`src/rtl/uart_regs_pkg.sv`:
```
// Shared register map for the UART FIFO register bank: bus addresses and
// bit positions inside the STATUS and CTRL registers.
package uart_regs_pkg;

  typedef enum logic [1:0] {
    ADDR_TXDATA = 2'd0,
    ADDR_RXDATA = 2'd1,
    ADDR_STATUS = 2'd2,
    ADDR_CTRL   = 2'd3
  } reg_addr_e;

  // STATUS bit positions
  localparam int unsigned ST_TX_EMPTY = 0;
  localparam int unsigned ST_TX_FULL  = 1;
  localparam int unsigned ST_RX_EMPTY = 2;
  localparam int unsigned ST_RX_FULL  = 3;
  localparam int unsigned ST_TX_OVF   = 4;
  localparam int unsigned ST_RX_OVF   = 5;
  localparam int unsigned ST_IRQ_EN   = 6;
  localparam int unsigned ST_TX_CNT   = 8;
  localparam int unsigned ST_RX_CNT   = 16;

  // CTRL bit positions
  localparam int unsigned CTRL_FLUSH_TX = 0;
  localparam int unsigned CTRL_FLUSH_RX = 1;
  localparam int unsigned CTRL_CLR_OVF  = 2;
  localparam int unsigned CTRL_IRQ_EN   = 3;

endpackage

```
`src/rtl/sync_fifo.sv`:
```
// Single-clock FIFO with push/pop/flush, occupancy count and full/empty.
// A pop on a full FIFO frees the slot for a same-cycle push; a push on an
// empty FIFO is never bypassed to the output. Flush wins over push and pop.
module sync_fifo #(
  parameter int unsigned DATA_W = 8,
  parameter int unsigned DEPTH  = 4,
  localparam int unsigned PTR_W = $clog2(DEPTH),
  localparam int unsigned CNT_W = PTR_W + 1
) (
  input  logic              clk,
  input  logic              rst_i,
  input  logic              push,
  input  logic              pop,
  input  logic              flush,
  input  logic [DATA_W-1:0] din,
  output logic [DATA_W-1:0] dout,
  output logic              full,
  output logic              empty,
  output logic [CNT_W-1:0]  count
);

  logic [DATA_W-1:0] mem [DEPTH];
  logic [PTR_W-1:0]  rptr;
  logic [PTR_W-1:0]  wptr;
  logic [CNT_W-1:0]  cnt;
  logic              do_push;
  logic              do_pop;

  assign empty   = (cnt == '0);
  assign full    = (cnt == CNT_W'(DEPTH));
  assign do_pop  = pop && !empty;
  assign do_push = push && (!full || do_pop);

  // Pointer and occupancy bookkeeping; reset and flush both empty the queue
  always_ff @(posedge clk) begin
    if (rst_i || flush) begin
      rptr <= '0;
      wptr <= '0;
      cnt  <= '0;
    end else begin
      if (do_push) wptr <= wptr + 1'b1;
      if (do_pop)  rptr <= rptr + 1'b1;
      case ({do_push, do_pop})
        2'b10:   cnt <= cnt + 1'b1;
        2'b01:   cnt <= cnt - 1'b1;
        default: cnt <= cnt;
      endcase
    end
  end

  // Storage write; contents are not reset, the empty gate below hides them
  always_ff @(posedge clk) begin
    if (do_push && !flush && !rst_i) mem[wptr] <= din;
  end

  assign dout  = empty ? '0 : mem[rptr];
  assign count = cnt;

endmodule

```
`src/rtl/uart_fifo_regs.sv`:
```
// CPU register bank in front of the UART TX and RX queues: TXDATA push,
// RXDATA pop-on-read, STATUS, CTRL (flush / overflow clear / irq enable),
// sticky overflow flags and the RX interrupt.
module uart_fifo_regs
  import uart_regs_pkg::*;
#(
  parameter int unsigned ANCHO  = 32,
  parameter int unsigned DATA_W = 8,
  parameter int unsigned DEPTH  = 4
) (
  input  logic              clk,
  input  logic              rst_i,
  input  logic [1:0]        addr_i,
  input  logic              we_i,
  input  logic              re_i,
  input  logic [ANCHO-1:0]  wdata_i,
  output logic [ANCHO-1:0]  rdata_o,
  output logic [DATA_W-1:0] tx_data_o,
  output logic              tx_valid_o,
  input  logic              tx_ready_i,
  input  logic [DATA_W-1:0] rx_data_i,
  input  logic              rx_valid_i,
  output logic              irq_o
);

  localparam int unsigned CNT_W = $clog2(DEPTH) + 1;

  reg_addr_e          addr;
  logic               tx_push, tx_pop, tx_flush, tx_full, tx_empty;
  logic               rx_pop, rx_flush, rx_full, rx_empty;
  logic [CNT_W-1:0]   tx_count, rx_count;
  logic [DATA_W-1:0]  rx_head;
  logic               ctrl_wr, clr_ovf;
  logic               tx_ovf_set, rx_ovf_set;
  logic               tx_ovf, rx_ovf, irq_en;

  assign addr     = reg_addr_e'(addr_i);
  assign ctrl_wr  = we_i && (addr == ADDR_CTRL);
  assign tx_flush = ctrl_wr && wdata_i[CTRL_FLUSH_TX];
  assign rx_flush = ctrl_wr && wdata_i[CTRL_FLUSH_RX];
  assign clr_ovf  = ctrl_wr && wdata_i[CTRL_CLR_OVF];

  assign tx_push  = we_i && (addr == ADDR_TXDATA);
  assign tx_pop   = tx_valid_o && tx_ready_i;
  assign rx_pop   = re_i && (addr == ADDR_RXDATA);

  // A push into a full queue is only lost when no pop frees a slot that
  // cycle, and a flush swallows the push without counting it as overflow.
  assign tx_ovf_set = tx_push && tx_full && !tx_pop && !tx_flush;
  assign rx_ovf_set = rx_valid_i && rx_full && !rx_pop && !rx_flush;

  sync_fifo #(
    .DATA_W (DATA_W),
    .DEPTH  (DEPTH)
  ) u_tx_fifo (
    .clk   (clk),
    .rst_i (rst_i),
    .push  (tx_push),
    .pop   (tx_pop),
    .flush (tx_flush),
    .din   (wdata_i[DATA_W-1:0]),
    .dout  (tx_data_o),
    .full  (tx_full),
    .empty (tx_empty),
    .count (tx_count)
  );

  sync_fifo #(
    .DATA_W (DATA_W),
    .DEPTH  (DEPTH)
  ) u_rx_fifo (
    .clk   (clk),
    .rst_i (rst_i),
    .push  (rx_valid_i),
    .pop   (rx_pop),
    .flush (rx_flush),
    .din   (rx_data_i),
    .dout  (rx_head),
    .full  (rx_full),
    .empty (rx_empty),
    .count (rx_count)
  );

  assign tx_valid_o = !tx_empty;

  // Sticky overflow flags and stored irq enable; clear wins over a same-cycle set
  always_ff @(posedge clk) begin
    if (rst_i) begin
      tx_ovf <= 1'b0;
      rx_ovf <= 1'b0;
      irq_en <= 1'b0;
    end else begin
      if (clr_ovf) begin
        tx_ovf <= 1'b0;
        rx_ovf <= 1'b0;
      end else begin
        if (tx_ovf_set) tx_ovf <= 1'b1;
        if (rx_ovf_set) rx_ovf <= 1'b1;
      end
      if (ctrl_wr) irq_en <= wdata_i[CTRL_IRQ_EN];
    end
  end

  assign irq_o = irq_en && (!rx_empty || rx_ovf);

  // Read mux, purely combinational from address and registered state
  always_comb begin
    rdata_o = '0;
    case (addr)
      ADDR_RXDATA: rdata_o[DATA_W-1:0] = rx_head;
      ADDR_STATUS: begin
        rdata_o[ST_TX_EMPTY]          = tx_empty;
        rdata_o[ST_TX_FULL]           = tx_full;
        rdata_o[ST_RX_EMPTY]          = rx_empty;
        rdata_o[ST_RX_FULL]           = rx_full;
        rdata_o[ST_TX_OVF]            = tx_ovf;
        rdata_o[ST_RX_OVF]            = rx_ovf;
        rdata_o[ST_IRQ_EN]            = irq_en;
        rdata_o[ST_TX_CNT +: CNT_W]   = tx_count;
        rdata_o[ST_RX_CNT +: CNT_W]   = rx_count;
      end
      ADDR_CTRL:   rdata_o[CTRL_IRQ_EN] = irq_en;
      default:     rdata_o = '0;
    endcase
  end

endmodule

```
`config.mk`:
```
export PLATFORM = sky130hd
export DESIGN_NAME = uart_fifo_regs
export DESIGN_NICKNAME = d
export VERILOG_FILES = /design/src/rtl/uart_regs_pkg.sv /design/src/rtl/sync_fifo.sv /design/src/rtl/uart_fifo_regs.sv
export SDC_FILE = /design/constraint.sdc
export NUM_CORES = 1
export LEC_CHECK = 0
export CAP_MARGIN = 15
export CORE_ASPECT_RATIO = 1.1
export CORE_MARGIN = 8
export CORE_UTILIZATION = 50
export DETAILED_ROUTE_END_ITERATION = 7
export MAX_ROUTING_LAYER = met4
export PLACE_DENSITY = 0.79
export SKIP_LAST_GASP = 1
export SYNTH_ARGS = -nofsm -noshare
export SYNTH_HDL_FRONTEND = slang
export SYNTH_HIERARCHICAL = 1
export SYNTH_SLANG_ARGS = --single-unit
```
`constraint.sdc`:
```
create_clock -name clk -period 2.5 [get_ports clk]
set_input_delay 0.375 -clock clk [delete_from_list [all_inputs] [get_ports clk]]
set_output_delay 0.375 -clock clk [all_outputs]
set_load 0.05 [all_outputs]
```
==> results.md <==
- Status: completed
- Relative slew slack: 63.1%
- Setup crit end kind: output port
- Final min period: about 2400 ps
- Register area share after synthesis: roughly 57%
- Clk_skew: 12.2 ps
- Initial Utilization: around half
- Syn Std Cell Area: 0.00415 mm²
- Max cap viols: 0
- Fin crit share: a little over nine tenths
- Final wirelength: ~8100 µm
- Worst r2r src: u_tx_fifo/count[0]
- Yosys reg bits: 85
- Reg2Reg Depth: 8
- Tot Pwr: 2.93 mW
- Fmax: between 400 and 500 MHz
- Worst EP arrival: 2050 ps
- CORE AREA: 0.00823 mm²
- CTS Buffer Depth: 2
- Top_reg_cell synth: edfxtp_1
- Syn Area/Cell: 13.4 µm²
- Pins Over Slew Limit: 0
- Kind of critical path: reg -> out
- Port Buffers: 47
- Initial antenna violation count: 0
- Final setup TNS: 0 ps
- R2r setup slk: about 340 ps
- Die height: 111 µm
- Cell variety after synth: 44
- Post-route DRC: 0
- First-pass GRT wire length: 13100 µm
- Clk pin slew, worst setup/hold paths: 80 ps
- Worst skew pair latency: 360 ps
- Setup bufs post-CTS: 0
- Die Width: 103 µm
- Critical Path Fanout Max: 5
- Final instance area: 0.00518 mm²
- Cells after Synth: 310
- Final Hold Viols: 0
- Placer congestion estimate: 0.782
- Power Dens Cells: 566 mW/mm²
- Maximum VDD drop: 404 µV
- Min-delay worst type: reg -> reg
- Worst Max-Slew Pin Slew: 553 ps
- Place WS: -69.3 ps
- Initial DRC Count: 60
- CP required: 2120 ps
- DR pass1 iterations: 4
- WHS Path Cells: 2
- Synth warnings: 6
- Final setup viols: 0
- Post-synth EDFFs: 64
- Area Growth Syn to Fin: 25.0%
- Vias in the first global route: approximately 2700
- Worst Hold Launch: u_tx_fifo/rptr[1]
- RSZ-0062 raised after global routing: yes
- DP Wirelength: around 6300 µm
- Hold slack: 514 ps
- DR WL/cell: around 16 µm
- Grt ovf: 0
- Post_cts resized: 1
- # nets final: between 400 and 500
- Rows: 35
- Drt via density: 5.06
- DRT antenna net count: 0
- Setup crit start kind: register
- CTS tree: yes
- H-Tree Depth: 3
- Setup ws final: 70.3 ps
- Routed via count: about 2500
- Layout cells sized above 1: 26.2%
- Leak Pwr: slightly below 2 nW
- Gr usage total: 15.4%
- Post-CTS Hold Fix Bufs: 0
- Largest net degree at the start of global routing: 15
- CTS sink cnt: 85
- Ant. Diodes: 0
- Clock Tree Root: clkbuf_8
- Placed Area: 0.00497 mm²
- Ys async rst share: 0%
- Full die area: around 0.011 mm²
- I/O Pins: 90
- TritonCTS buffer count: 9
- R2R Path End: u_tx_fifo/mem[1][7]
-- placed cells by master (no fill, tap or decap), types with 3 or more instances in the layout --
master           synthesis  routed
conb_1                   1      18
mux4_2                  16      16
or3_1                    4       4
xor2_1                   4       4
o31ai_1                  3       3
edfxtp_1                64      64
o21ai_0                  4       4
inv_1                   15      15
clkbuf_8                 0       9
buf_12                   0      13
mux2i_1                  6       6
a21oi_1                  5       5
nor2_1                  16      16
a22oi_1                  6       6
nor2b_1                 25      25
dfxtp_1                 21      20
nand2b_1                 7       7
a31oi_1                  4       4
and2_1                  17      17
nand2_1                 10      10
ha_1                    13      13
buf_4                   20      48
clkdlybuf4s50_1          0      24
-- flip-flops by register name (all words and copies together) (netlist names), named ones only --
signal	flops
u_tx_fifo/wptr	2
u_tx_fifo/count	3
tx_ovf	1
u_tx_fifo/rptr	2
u_rx_fifo/mem	32
u_rx_fifo/wptr	2
u_rx_fifo/count	3
rx_ovf	1
irq_en	1
u_rx_fifo/rptr	2
u_tx_fifo/mem	32
-- layout make-up --
type	count	area (µm²)
clock buffers	12	156
inverters	15	56.3
repair buffers	86	873
well taps	111	139
fillers	623	3050
clock inverters	4	46.3
flip-flops and latches	85	2350
multi-input cells	191	1560
-- worst max-delay path: stages, from the launching register on --
cell and delay (ps):
dfxtp_4 400, mux4_2 500, nor2b_1 140, a222oi_1 350, nor2_1 110, buf_4 210
-- cell usage after synthesis, types with 2 or more instances --
cell	n	area (µm²)
xor2_1	4	35.0
or2_2	2	12.5
nor3_1	2	10.0
or3_1	4	25.0
or3b_1	2	17.5
nand2b_1	7	43.8
buf_2	10	50.1
nor2_1	16	60.1
clkbuf_1	2	7.51
nor4b_2	2	30.0
o31ai_1	3	22.5
o21a_1	2	15.0
nor2b_1	25	156
edfxtp_1	64	1920
xnor2_1	2	17.5
mux2i_1	6	60.1
a31oi_1	4	25.0
o21ai_0	4	20.0
a21oi_1	5	25.0
buf_6	3	33.8
nor4b_1	2	17.5
inv_1	15	56.3
mux4_2	16	360
a221oi_2	2	30.0
nor3_2	2	20.0
nand3b_1	2	15.0
and3_1	2	12.5
and2_1	17	106
ha_1	13	163
a22oi_1	6	45.0
buf_4	20	150
o311ai_1	2	17.5
nand2_1	10	37.5
dfxtp_1	21	420
fa_1	2	40.0
-- metrics by stage --
step                      instances  util (%)
after CTS                       504      62.9
after floorplan                 327         -
final                           504      62.9
after global placement          488      60.4
after detailed placement        488      60.4
after global routing            504      62.9
-- per-layer routing --
metal	vias up	global-route usage, %	wire (µm)
li1	1231	-	-
met1	1252	16.2	3140
met2	56	27.4	4460
met3	9	3.75	420
met4	0	4.93	94
met5	-	-	0
-- where the power goes --
group | switching (mW) | total (mW) | internal, mW
registers | 0.0189 | 1.56 | 1.54
logic | 0.227 | 0.385 | 0.158
clock network | 0.465 | 0.986 | 0.520
-- worst max path at each step --
stage,from,to
floorplan,u_tx_fifo/count[2],u_tx_fifo/count[1]
global placement,addr_i[0],u_tx_fifo/mem[0][5]
detailed placement,addr_i[1],u_rx_fifo/count[2]
CTS,register,rdata_o[3]
global route,register,rdata_o[3]
finish,register,rdata_o[3]
-- cell families (layout without fill, tap and decap cells) --
family	count (synthesis)	in the layout	share of synthesized area, %
buf+inv	51	117	7.30
other cells	1	18	0.0905
fa+ha+maj	15	15	4.89
simple gates	98	98	14.1
compound gates	32	32	5.67
xor+xnor	6	6	1.27
mux	22	22	10.1
flops	85	85	56.5
No activity file was read; power rests on OpenSTA's default activity.
